==> src/rtl/vga_fb_arbiter_if.sv <==
// CPU write port of the framebuffer arbiter.
// The CPU drives a request and the arbiter answers with a same-cycle ready.
`timescale 1ns/1ps

interface vga_fb_arbiter_if #(
   parameter int ADDR_W = 19
);
   logic              wr_valid;
   logic [ADDR_W-1:0] wr_addr;
   logic [23:0]       wr_data;
   logic              wr_ready;

   modport master (output wr_valid, output wr_addr, output wr_data, input wr_ready);
   modport slave  (input wr_valid, input wr_addr, input wr_data, output wr_ready);
endinterface

==> src/rtl/vga_fb_arbiter.sv <==
// Framebuffer arbiter: prefetches display pixels from a single-port RAM into
// a small FIFO ahead of the beam, streams them to the VGA controller, and
// hands otherwise idle RAM cycles to the CPU write port.
`timescale 1ns/1ps

module vga_fb_arbiter #(
   parameter int H_ACTIVE   = 640,
   parameter int V_ACTIVE   = 480,
   parameter int V_TOTAL    = 525,
   parameter int ADDR_W     = 19,
   parameter int FIFO_DEPTH = 8
) (
   input  logic              clk,
   input  logic              rst_n,
   input  logic [9:0]        hcount,
   input  logic [9:0]        vcount,
   vga_fb_arbiter_if.slave   cpu,
   output logic [ADDR_W-1:0] mem_addr,
   output logic              mem_we,
   output logic [23:0]       mem_wdata,
   input  logic [23:0]       mem_rdata,
   output logic [7:0]        final_pixel_r,
   output logic [7:0]        final_pixel_g,
   output logic [7:0]        final_pixel_b,
   output logic              underflow
);

   localparam int PTR_W = $clog2(FIFO_DEPTH);
   localparam int CNT_W = PTR_W + 1;
   localparam logic [9:0]        H_ACT     = 10'(H_ACTIVE);
   localparam logic [9:0]        V_ACT     = 10'(V_ACTIVE);
   localparam logic [9:0]        V_LAST    = 10'(V_TOTAL - 1);
   localparam logic [ADDR_W-1:0] LAST_ADDR = ADDR_W'(H_ACTIVE * V_ACTIVE - 1);
   localparam logic [ADDR_W:0]   PIX_TOTAL = (ADDR_W + 1)'(H_ACTIVE * V_ACTIVE);
   localparam logic [CNT_W-1:0]  DEPTH_C   = CNT_W'(FIFO_DEPTH);

   typedef enum logic {F_IDLE, F_RUN} fetch_state_t;

   fetch_state_t      state, state_nxt;
   logic              frame_start, in_active;
   logic              fetch_go, wr_ready, wr_fire, wr_in_range;
   logic              inflight, push, pop, pop_ok;
   logic              port_live;
   logic [ADDR_W-1:0] fetch_addr;
   logic [CNT_W-1:0]  count, occupancy;
   logic [PTR_W-1:0]  wr_ptr, rd_ptr;
   logic [23:0]       fifo_mem [FIFO_DEPTH];
   logic [23:0]       pix_p1;

   // Frame start is one full line before the first active pixel, which is
   // the prefetch head start. It never coincides with an active cycle.
   assign frame_start = (hcount == '0) && (vcount == V_LAST);
   assign in_active   = (hcount < H_ACT) && (vcount < V_ACT);
   assign occupancy   = count + CNT_W'(inflight);
   assign push        = inflight && !frame_start;
   assign pop         = in_active && !frame_start;
   assign pop_ok      = pop && (count != '0);

   // Fetch state register: idle until a frame start, idle again after the last pixel.
   always_ff @(posedge clk or negedge rst_n) begin
      if (!rst_n) state <= F_IDLE;
      else        state <= state_nxt;
   end

   // Next fetch state.
   always_comb begin
      state_nxt = state;
      if (frame_start)                                 state_nxt = F_RUN;
      else if (fetch_go && (fetch_addr == LAST_ADDR))  state_nxt = F_IDLE;
   end

   // Issue a display read whenever running and the FIFO plus the read in flight leave room.
   always_comb begin
      fetch_go = (state == F_RUN) && !frame_start && (occupancy < DEPTH_C);
   end

   // Ready stays low for the first clock after reset so nothing is granted while in reset.
   always_ff @(posedge clk or negedge rst_n) begin
      if (!rst_n) port_live <= 1'b0;
      else        port_live <= 1'b1;
   end

   assign wr_ready     = port_live && !fetch_go;
   assign cpu.wr_ready = wr_ready;
   assign wr_fire      = cpu.wr_valid && wr_ready;
   assign wr_in_range  = {1'b0, cpu.wr_addr} < PIX_TOTAL;

   // RAM port mux: display read wins, otherwise a granted CPU write (dropped if out of range).
   always_comb begin
      mem_addr  = '0;
      mem_we    = 1'b0;
      mem_wdata = '0;
      if (fetch_go) begin
         mem_addr = fetch_addr;
      end else if (wr_fire) begin
         mem_addr  = cpu.wr_addr;
         mem_we    = wr_in_range;
         mem_wdata = cpu.wr_data;
      end
   end

   // Fetch address and read-in-flight tracking; a frame start discards any read in flight.
   always_ff @(posedge clk or negedge rst_n) begin
      if (!rst_n) begin
         fetch_addr <= '0;
         inflight   <= 1'b0;
      end else begin
         inflight <= fetch_go;
         if (frame_start)   fetch_addr <= '0;
         else if (fetch_go) fetch_addr <= fetch_addr + ADDR_W'(1);
      end
   end

   // FIFO pointers and occupancy; frame start flushes ahead of any push or pop.
   always_ff @(posedge clk or negedge rst_n) begin
      if (!rst_n) begin
         count  <= '0;
         wr_ptr <= '0;
         rd_ptr <= '0;
      end else if (frame_start) begin
         count  <= '0;
         wr_ptr <= '0;
         rd_ptr <= '0;
      end else begin
         if (push)   wr_ptr <= wr_ptr + PTR_W'(1);
         if (pop_ok) rd_ptr <= rd_ptr + PTR_W'(1);
         if (push && !pop_ok)      count <= count + CNT_W'(1);
         else if (!push && pop_ok) count <= count - CNT_W'(1);
      end
   end

   // FIFO storage: read data lands one cycle after its address was issued.
   always_ff @(posedge clk) begin
      if (push) fifo_mem[wr_ptr] <= mem_rdata;
   end

   // Output stage: one pixel per active cycle, black in blanking or on an empty FIFO.
   always_ff @(posedge clk or negedge rst_n) begin
      if (!rst_n) begin
         pix_p1    <= '0;
         underflow <= 1'b0;
      end else begin
         pix_p1 <= pop_ok ? fifo_mem[rd_ptr] : 24'd0;
         if (pop && (count == '0)) underflow <= 1'b1;
      end
   end

   assign final_pixel_r = pix_p1[23:16];
   assign final_pixel_g = pix_p1[15:8];
   assign final_pixel_b = pix_p1[7:0];

endmodule

==> src/flat_wrapper.sv <==
// flat-port wrapper written by rule: the top's interface ports become plain ports
module vga_fb_arbiter_flat 
#(
   parameter int H_ACTIVE   = 640,
   parameter int V_ACTIVE   = 480,
   parameter int V_TOTAL    = 525,
   parameter int ADDR_W     = 19,
   parameter int FIFO_DEPTH = 8
)
  (clk, rst_n, hcount, vcount, mem_addr, mem_we, mem_wdata, mem_rdata, final_pixel_r, final_pixel_g, final_pixel_b, underflow, cpu_wr_valid, cpu_wr_addr, cpu_wr_data, cpu_wr_ready);
  vga_fb_arbiter_if #(.ADDR_W(ADDR_W)) cpu_i ();
  input  logic clk;
  input  logic rst_n;
  input  logic [9:0] hcount;
  input  logic [9:0] vcount;
  output logic [ADDR_W-1:0] mem_addr;
  output logic mem_we;
  output logic [23:0] mem_wdata;
  input  logic [23:0] mem_rdata;
  output logic [7:0] final_pixel_r;
  output logic [7:0] final_pixel_g;
  output logic [7:0] final_pixel_b;
  output logic underflow;
  input wire logic [$bits(cpu_i.wr_valid)-1:0] cpu_wr_valid;
  input wire logic [$bits(cpu_i.wr_addr)-1:0] cpu_wr_addr;
  input wire logic [$bits(cpu_i.wr_data)-1:0] cpu_wr_data;
  output wire logic [$bits(cpu_i.wr_ready)-1:0] cpu_wr_ready;
  assign cpu_i.wr_valid = cpu_wr_valid;
  assign cpu_i.wr_addr = cpu_wr_addr;
  assign cpu_i.wr_data = cpu_wr_data;
  assign cpu_wr_ready = cpu_i.wr_ready;
  vga_fb_arbiter #(.H_ACTIVE(H_ACTIVE), .V_ACTIVE(V_ACTIVE), .V_TOTAL(V_TOTAL), .ADDR_W(ADDR_W), .FIFO_DEPTH(FIFO_DEPTH)) u_core (.clk(clk), .rst_n(rst_n), .hcount(hcount), .vcount(vcount), .cpu(cpu_i), .mem_addr(mem_addr), .mem_we(mem_we), .mem_wdata(mem_wdata), .mem_rdata(mem_rdata), .final_pixel_r(final_pixel_r), .final_pixel_g(final_pixel_g), .final_pixel_b(final_pixel_b), .underflow(underflow));
endmodule
==> config.mk <==
export PLATFORM = sky130hd
export DESIGN_NAME = vga_fb_arbiter_flat
export DESIGN_NICKNAME = d
export VERILOG_FILES = /design/src/rtl/vga_fb_arbiter_if.sv /design/src/rtl/vga_fb_arbiter.sv /design/src/flat_wrapper.sv
export SDC_FILE = /design/constraint.sdc
export NUM_CORES = 1
export LEC_CHECK = 0
export CORE_MARGIN = 10
export CORE_UTILIZATION = 54
export DETAILED_ROUTE_END_ITERATION = 8
export GPL_TIMING_DRIVEN = 0
export PLACE_DENSITY = 0.9
export SYNTH_ARGS = -nofsm -noshare
export SYNTH_HDL_FRONTEND = slang
export SYNTH_SLANG_ARGS = --single-unit
==> constraint.sdc <==
create_clock -name clk -period 4.44 [get_ports clk]
set_input_delay 0.666 -clock clk [delete_from_list [all_inputs] [get_ports clk]]
set_output_delay 0.666 -clock clk [all_outputs]
set_load 0.1 [all_outputs]
## Word level (Yosys, flattened, before mapping)

Memories as Yosys holds them, arrays and structs flattened.
Cells that the tools add are included.

- Logic and storage cells: 67
- RAM bits: 192
- Latch bits: 0
- Output and inout port bits: 70
- Memories kept: 1
- Flip-flop bits (word level): 57
- Input port bits: 90
- Bits in read-only memories: 0

Memories:

| name | depth | bits a word | rd ports | clocked after memory_dff | wr ports | line | source |
|---|---|---|---|---|---|---|---|
| u_core.fifo_mem | 8 | 24 | 1 | 0 | 1 | vga_fb_arbiter.sv:47 | `logic [23:0] fifo_mem [FIFO_DEPTH];` |

- Add/sub/neg operators: 6
- Equality and inequality tests: 2
- Multipliers: 0
- Muxes and demuxes: 20
- Div/mod/pow operators: 0
- Reduce and logical (&&, ||, !) cells: 25
- Magnitude comparators: 4
- Shift operators: 0
- Bitwise gates (word level): 0

Operators with widths:

| kind | count |
|---|---|
| two-way mux 19 bit | 4 |
| two-way mux 24 bit | 3 |
| adder 19 x 1 -> 19 bit (second input constant) | 1 |
| equality test 19 bit (second input constant) | 1 |
| < comparator 19 bit (second input constant) | 1 |
| logical AND 1 bit | 13 |
| two-way mux 3 bit | 4 |
| two-way mux 4 bit | 3 |
| equality test 10 bit (second input constant) | 1 |
| logical NOT 10 bit | 1 |
| < comparator 10 bit (second input constant) | 1 |
| < comparator 10 x 9 -> 1 bit (second input constant) | 1 |
| nonzero test 2 bit | 4 |
| adder 3 x 1 -> 3 bit (second input constant) | 2 |
| two-way mux 1 bit | 6 |
| adder 4 x 1 -> 4 bit | 1 |
| adder 4 x 1 -> 4 bit (second input constant) | 1 |
| logical NOT 1 bit | 4 |
| logical NOT 4 bit | 1 |
| < comparator 4 bit (second input constant) | 1 |
| nonzero test 4 bit | 1 |
| subtractor 4 x 1 -> 4 bit (second input constant) | 1 |
| nonzero test 3 bit | 1 |

## Depth between registers and ports, before layout

- Depth in word-level cells: 10
- Gate-level depth with buffers: 11
- Depth with buffers taken out: 11

## Worst setup path before layout

No wires, ideal clock.

- Path type: input port to flip-flop
- Start: in vcount[9]
- End: mem u_core.fifo_mem[5][0] (enable)
- Setup time: 0.475 ns
- Path buffers: 1
- Required time: 3.965 ns
- Setup slack: 0.070 ns
- Data arrival time: 3.896 ns
- Stages: 5
- Cells stage by stage: nor4b_1 > nand3_1 > nor2_1 > buf_2 > nor4b_1

- Cells in the longest elaborated chain, start to end: 6

Ends and longest elaborated chain:

| what | line | source |
|---|---|---|
| start, declared | flat_wrapper.sv:15 | `input logic [9:0] vcount;` |
| equality test 10 bit | vga_fb_arbiter.sv:52 | `assign frame_start = (hcount == '0) && (vcount == V_LAST);` |
| logical AND 1 bit | vga_fb_arbiter.sv:52 |  |
| logical NOT 1 bit | vga_fb_arbiter.sv:55 | `assign push = inflight && !frame_start;` |
| logical AND 1 bit | vga_fb_arbiter.sv:55 |  |
| two-way mux 1 bit | vga_fb_arbiter.sv:134 | `if (push) fifo_mem[wr_ptr] <= mem_rdata;` |
| two-way mux 1 bit (not written as such) | vga_fb_arbiter.sv:134 |  |
| end, declared | vga_fb_arbiter.sv:47 |  |

Every way passes these cells.

## Worst setup path in the final report

- Start: in hcount[7]
- End: out cpu_wr_ready

- Cells in the longest elaborated chain, start to end: 7

Ends and longest elaborated chain:

| what | line | source |
|---|---|---|
| start, declared | flat_wrapper.sv:14 | `input logic [9:0] hcount;` |
| logical NOT 10 bit | vga_fb_arbiter.sv:52 |  |
| logical AND 1 bit | vga_fb_arbiter.sv:52 |  |
| logical NOT 1 bit | vga_fb_arbiter.sv:74 | `fetch_go = (state == F_RUN) && !frame_start && (occupancy < DEPTH_C);` |
| logical AND 1 bit (2 in a row) | vga_fb_arbiter.sv:74 |  |
| logical NOT 1 bit | vga_fb_arbiter.sv:83 | `assign wr_ready = port_live && !fetch_go;` |
| logical AND 1 bit | vga_fb_arbiter.sv:83 |  |
| end, declared | flat_wrapper.sv:27 | `output wire logic [$bits(cpu_i.wr_ready)-1:0] cpu_wr_ready;` |

Every way passes these cells.

==> results.yml <==
cts:
  clock_sinks: 249
  ctsHoldBuffers: 0
  cts_htree_levels: 1
  cts_tree: "built"
  clock-root-buffer: "clkbuf_16"
  cts_buffers: 24
  cts.reportedPaths.clkPinSlew_ns: 0.06
  clock_latency_ns: 0.52
  cts_max_path_buffers: 3
  post_cts_buffers: 0
final_layout:
  layout_commonest_cell: "edfxtp_1"
  utilization: 0.703
  diodes: 0
  final_nets: 938
  layout_common_cells: "edfxtp_1, clkdlybuf4s50_1, dfrtp_1, mux4_2, mux2i_1"
  area_growth_pct: 27.6
  fillers: 1153
  drive_gt1_frac: 0.187
grt:
  globalRouteOverflowTotal: 0
  grt_start_max_net_pins: 35
  grt_pass1_wl_mm: 40.8
  grt_use_total: 0.214
  first_global_vias: 6956
  antenna_found_initial: 1
pwr:
  p_comb_frac: 0.427
  switching_share: 0.402
  power.density_nw_per_um2: 695
  p_leak_nw: 5.16
  switching_power_w: 0.00370
  pwr-share-clk: 0.215
  p_int_w: 0.00550
  ir_worst_vdd_mv: 0.502
  p_seq_frac: 0.358
timing:
  rsz0062_at_grt: "no"
  maxSlewHeadroom: 0.277
  setup_viol: 0
  slew_violations: 0
  worst_slew_pin_slew_ns: 1.08
  finalHoldViolations: 0
  fin_ws_ns: 0.207
  period_share: 0.953
  max_freq_mhz: 236
  finalCriticalPeriod_ns: 4.23
  finalClockSkew_ns: 0.0166
critical_path:
  cp-end-kind: "output port"
  critPathArrivalTime_ns: 3.57
  worstSetupStartpointType: "input port"
  worstSetupPathType: "in -> out"
  crit_required_ns: 3.77
  timing.rr.start: "u_core.count[0]"
  rr_worst_depth: 10
  reg2reg_to: "u_core.count[3]"
  crit_fanout: 10
  r2r_setup_slack_ns: 0.93
detailed_routing:
  dr.pass1.iters: 5
  drtIter0Drc: 583
  num_vias: 6690
  avgRoutedWirePerCell_um: 24.6
  viasPerCell: 5.98
  drt-total-wl_mm: 27.5
  drcViolationCount: 0
  ant_nets: 0
place:
  portBuffers: 159
  dp_hpwl_mm: 18.8
  dp_worst_setup_slack_ns: -0.303
  gp_congestion: 0.887
synth:
  syn_area_per_cell_sq_um: 16.4
  yosys_warnings: 0
  seq_area_frac_synth: 0.693
  synth_nets: 730
  synth.distinct_cells: 50
  syn_inst: 633
  synthesis.area_sq_um: 10400
  ys_seq_elements: 249
run:
  maxCapViolations: 0
floorplanning:
  ios: 160
  die_h_um: 159
  core_area_sq_um: 18800
  die_x_um: 159
  rows: 50
  dieArea_sq_um: 25200
  start_util: 0.551
min_path:
  hp-class: "in -> async"
status:
  status: "finished clean"
-- layer usage --
layer  track usage  share of wire  wire length (um)
met2         0.373           0.50             13900
met5             0        0.00047                13
met1         0.257           0.37             10200
met3        0.0459          0.091              2510
met4        0.0816          0.033               902
-- power groups by stage --
stage	Combinational, W	Clock [W]	Sequential [W]
after floorplan	0.00234	0	0.00379
after global placement	0.00374	0	0.00333
after detailed placement	0.00399	0	0.00332
after CTS	0.00398	0.00200	0.00329
after global routing	0.00415	0.00209	0.00333
final	0.00393	0.00198	0.00330
-- worst max-delay path by stage --
stage | startpoint | end | cells after the start
floorplan | vcount[9] | u_core.fifo_mem[5][0] | 5
global placement | vcount[6] | u_core.fifo_mem[5][12] | 6
detailed placement | hcount[7] | mem_addr[15] | 8
CTS | hcount[7] | mem_addr[15] | 8
global route | vcount[8] | cpu_wr_ready | 8
finish | hcount[7] | cpu_wr_ready | 8
-- sequential cells by signal (all words and copies together), names as in the netlist --
register           cells
u_core.count           4
u_core.inflight        1
u_core.fifo_mem      192
u_core.underflow       1
u_core.fetch_addr     19
u_core.port_live       1
u_core.pix_p1         24
u_core.rd_ptr          3
u_core.wr_ptr          3
u_core.state           1
-- timing repair --
action                                  in CTS  in global routing
resized for setup                           30                 68
endpoints found under the setup margin      28                 44
gates cloned                                 0                  0
-- cell families after synthesis --
| group | after synthesis | share of synthesized area |
|---|---|---|
| mux | 96 | 0.151 |
| buf+inv | 65 | 0.0270 |
| flops | 249 | 0.693 |
| simple gates | 154 | 0.0816 |
| fa+ha+maj | 7 | 0.00916 |
| xor+xnor | 5 | 0.00422 |
| other cells | 1 | 0.000361 |
| compound gates | 56 | 0.0336 |
-- layout make-up --
type / count / area [sq um] / area share
plain buffers: 39 / 183 / 0.0138
clock buffers: 35 / 693 / 0.0523
clock inverters: 9 / 75.1 / 0.00567
inverters: 26 / 97.6 / 0.00737
multi-input cells: 319 / 2960 / 0.224
flip-flops and latches: 249 / 7190 / 0.543
well taps: 260 / 325 / 0.0246
repair buffers: 182 / 1720 / 0.130
-- critical path, cell delays in order --
cell             delay (ns)
clkdlybuf4s50_1        0.42
nor4_1                 0.30
nand4_1                0.37
o21bai_1               0.33
buf_2                  0.23
buf_4                  0.23
and2_1                 0.17
clkdlybuf4s15_1        0.85
-- Yosys cell counts, drive strengths merged --
library cell | number | area share
clkbuf | 19 | 0.0069
o21bai | 2 | 0.0014
nand2 | 27 | 0.0098
conb | 1 | 0.00036
a2111o | 1 | 0.0011
xor2 | 4 | 0.0034
nor4b | 5 | 0.0042
xnor2 | 1 | 0.00084
inv | 26 | 0.0094
or2b | 1 | 0.00072
or4 | 8 | 0.0058
nor3 | 3 | 0.0014
o21a | 1 | 0.00072
mux2i | 46 | 0.044
nand4 | 6 | 0.0036
o21ai | 11 | 0.0053
o41ai | 3 | 0.0025
or3 | 7 | 0.0042
o211ai | 3 | 0.0022
a21oi | 22 | 0.011
or4b | 3 | 0.0029
dfrtp | 57 | 0.14
buf | 20 | 0.011
a41o | 1 | 0.00096
nand2b | 2 | 0.0012
nor4bb | 1 | 0.00096
edfxtp | 192 | 0.56
nand4b | 3 | 0.0025
mux4 | 48 | 0.10
fa | 1 | 0.0019
mux2 | 2 | 0.0025
a21o | 2 | 0.0014
and4 | 3 | 0.0028
nand3 | 7 | 0.0034
o31ai | 9 | 0.0065
o2111ai | 1 | 0.00084
nor4 | 7 | 0.0042
and2 | 2 | 0.0012
nor2 | 38 | 0.014
nor3b | 1 | 0.00072
ha | 6 | 0.0072
nor2b | 2 | 0.0012
and3 | 27 | 0.016
nand3b | 1 | 0.00072
-- through the flow --
step | total power (W) | std cells | cell area (sq um) | setup TNS [ns] | hold WS [ns]
6_report | 0.00920 | 1119 | 13200 | 0 | 0.162
5_1_grt | 0.00958 | 1119 | 13200 | 0 | 0.190
4_1_cts | 0.00927 | 1119 | 13300 | 0 | 0.174
3_5_place_dp | 0.00731 | 1075 | 12600 | -5.73 | 0.541
3_3_place_gp | 0.00708 | 1052 | 12300 | -421.76 | 0.540
2_1_floorplan | 0.00613 | 633 | 10400 | 0 | 0.370
Note: power is estimated with default switching activity, not from simulation.
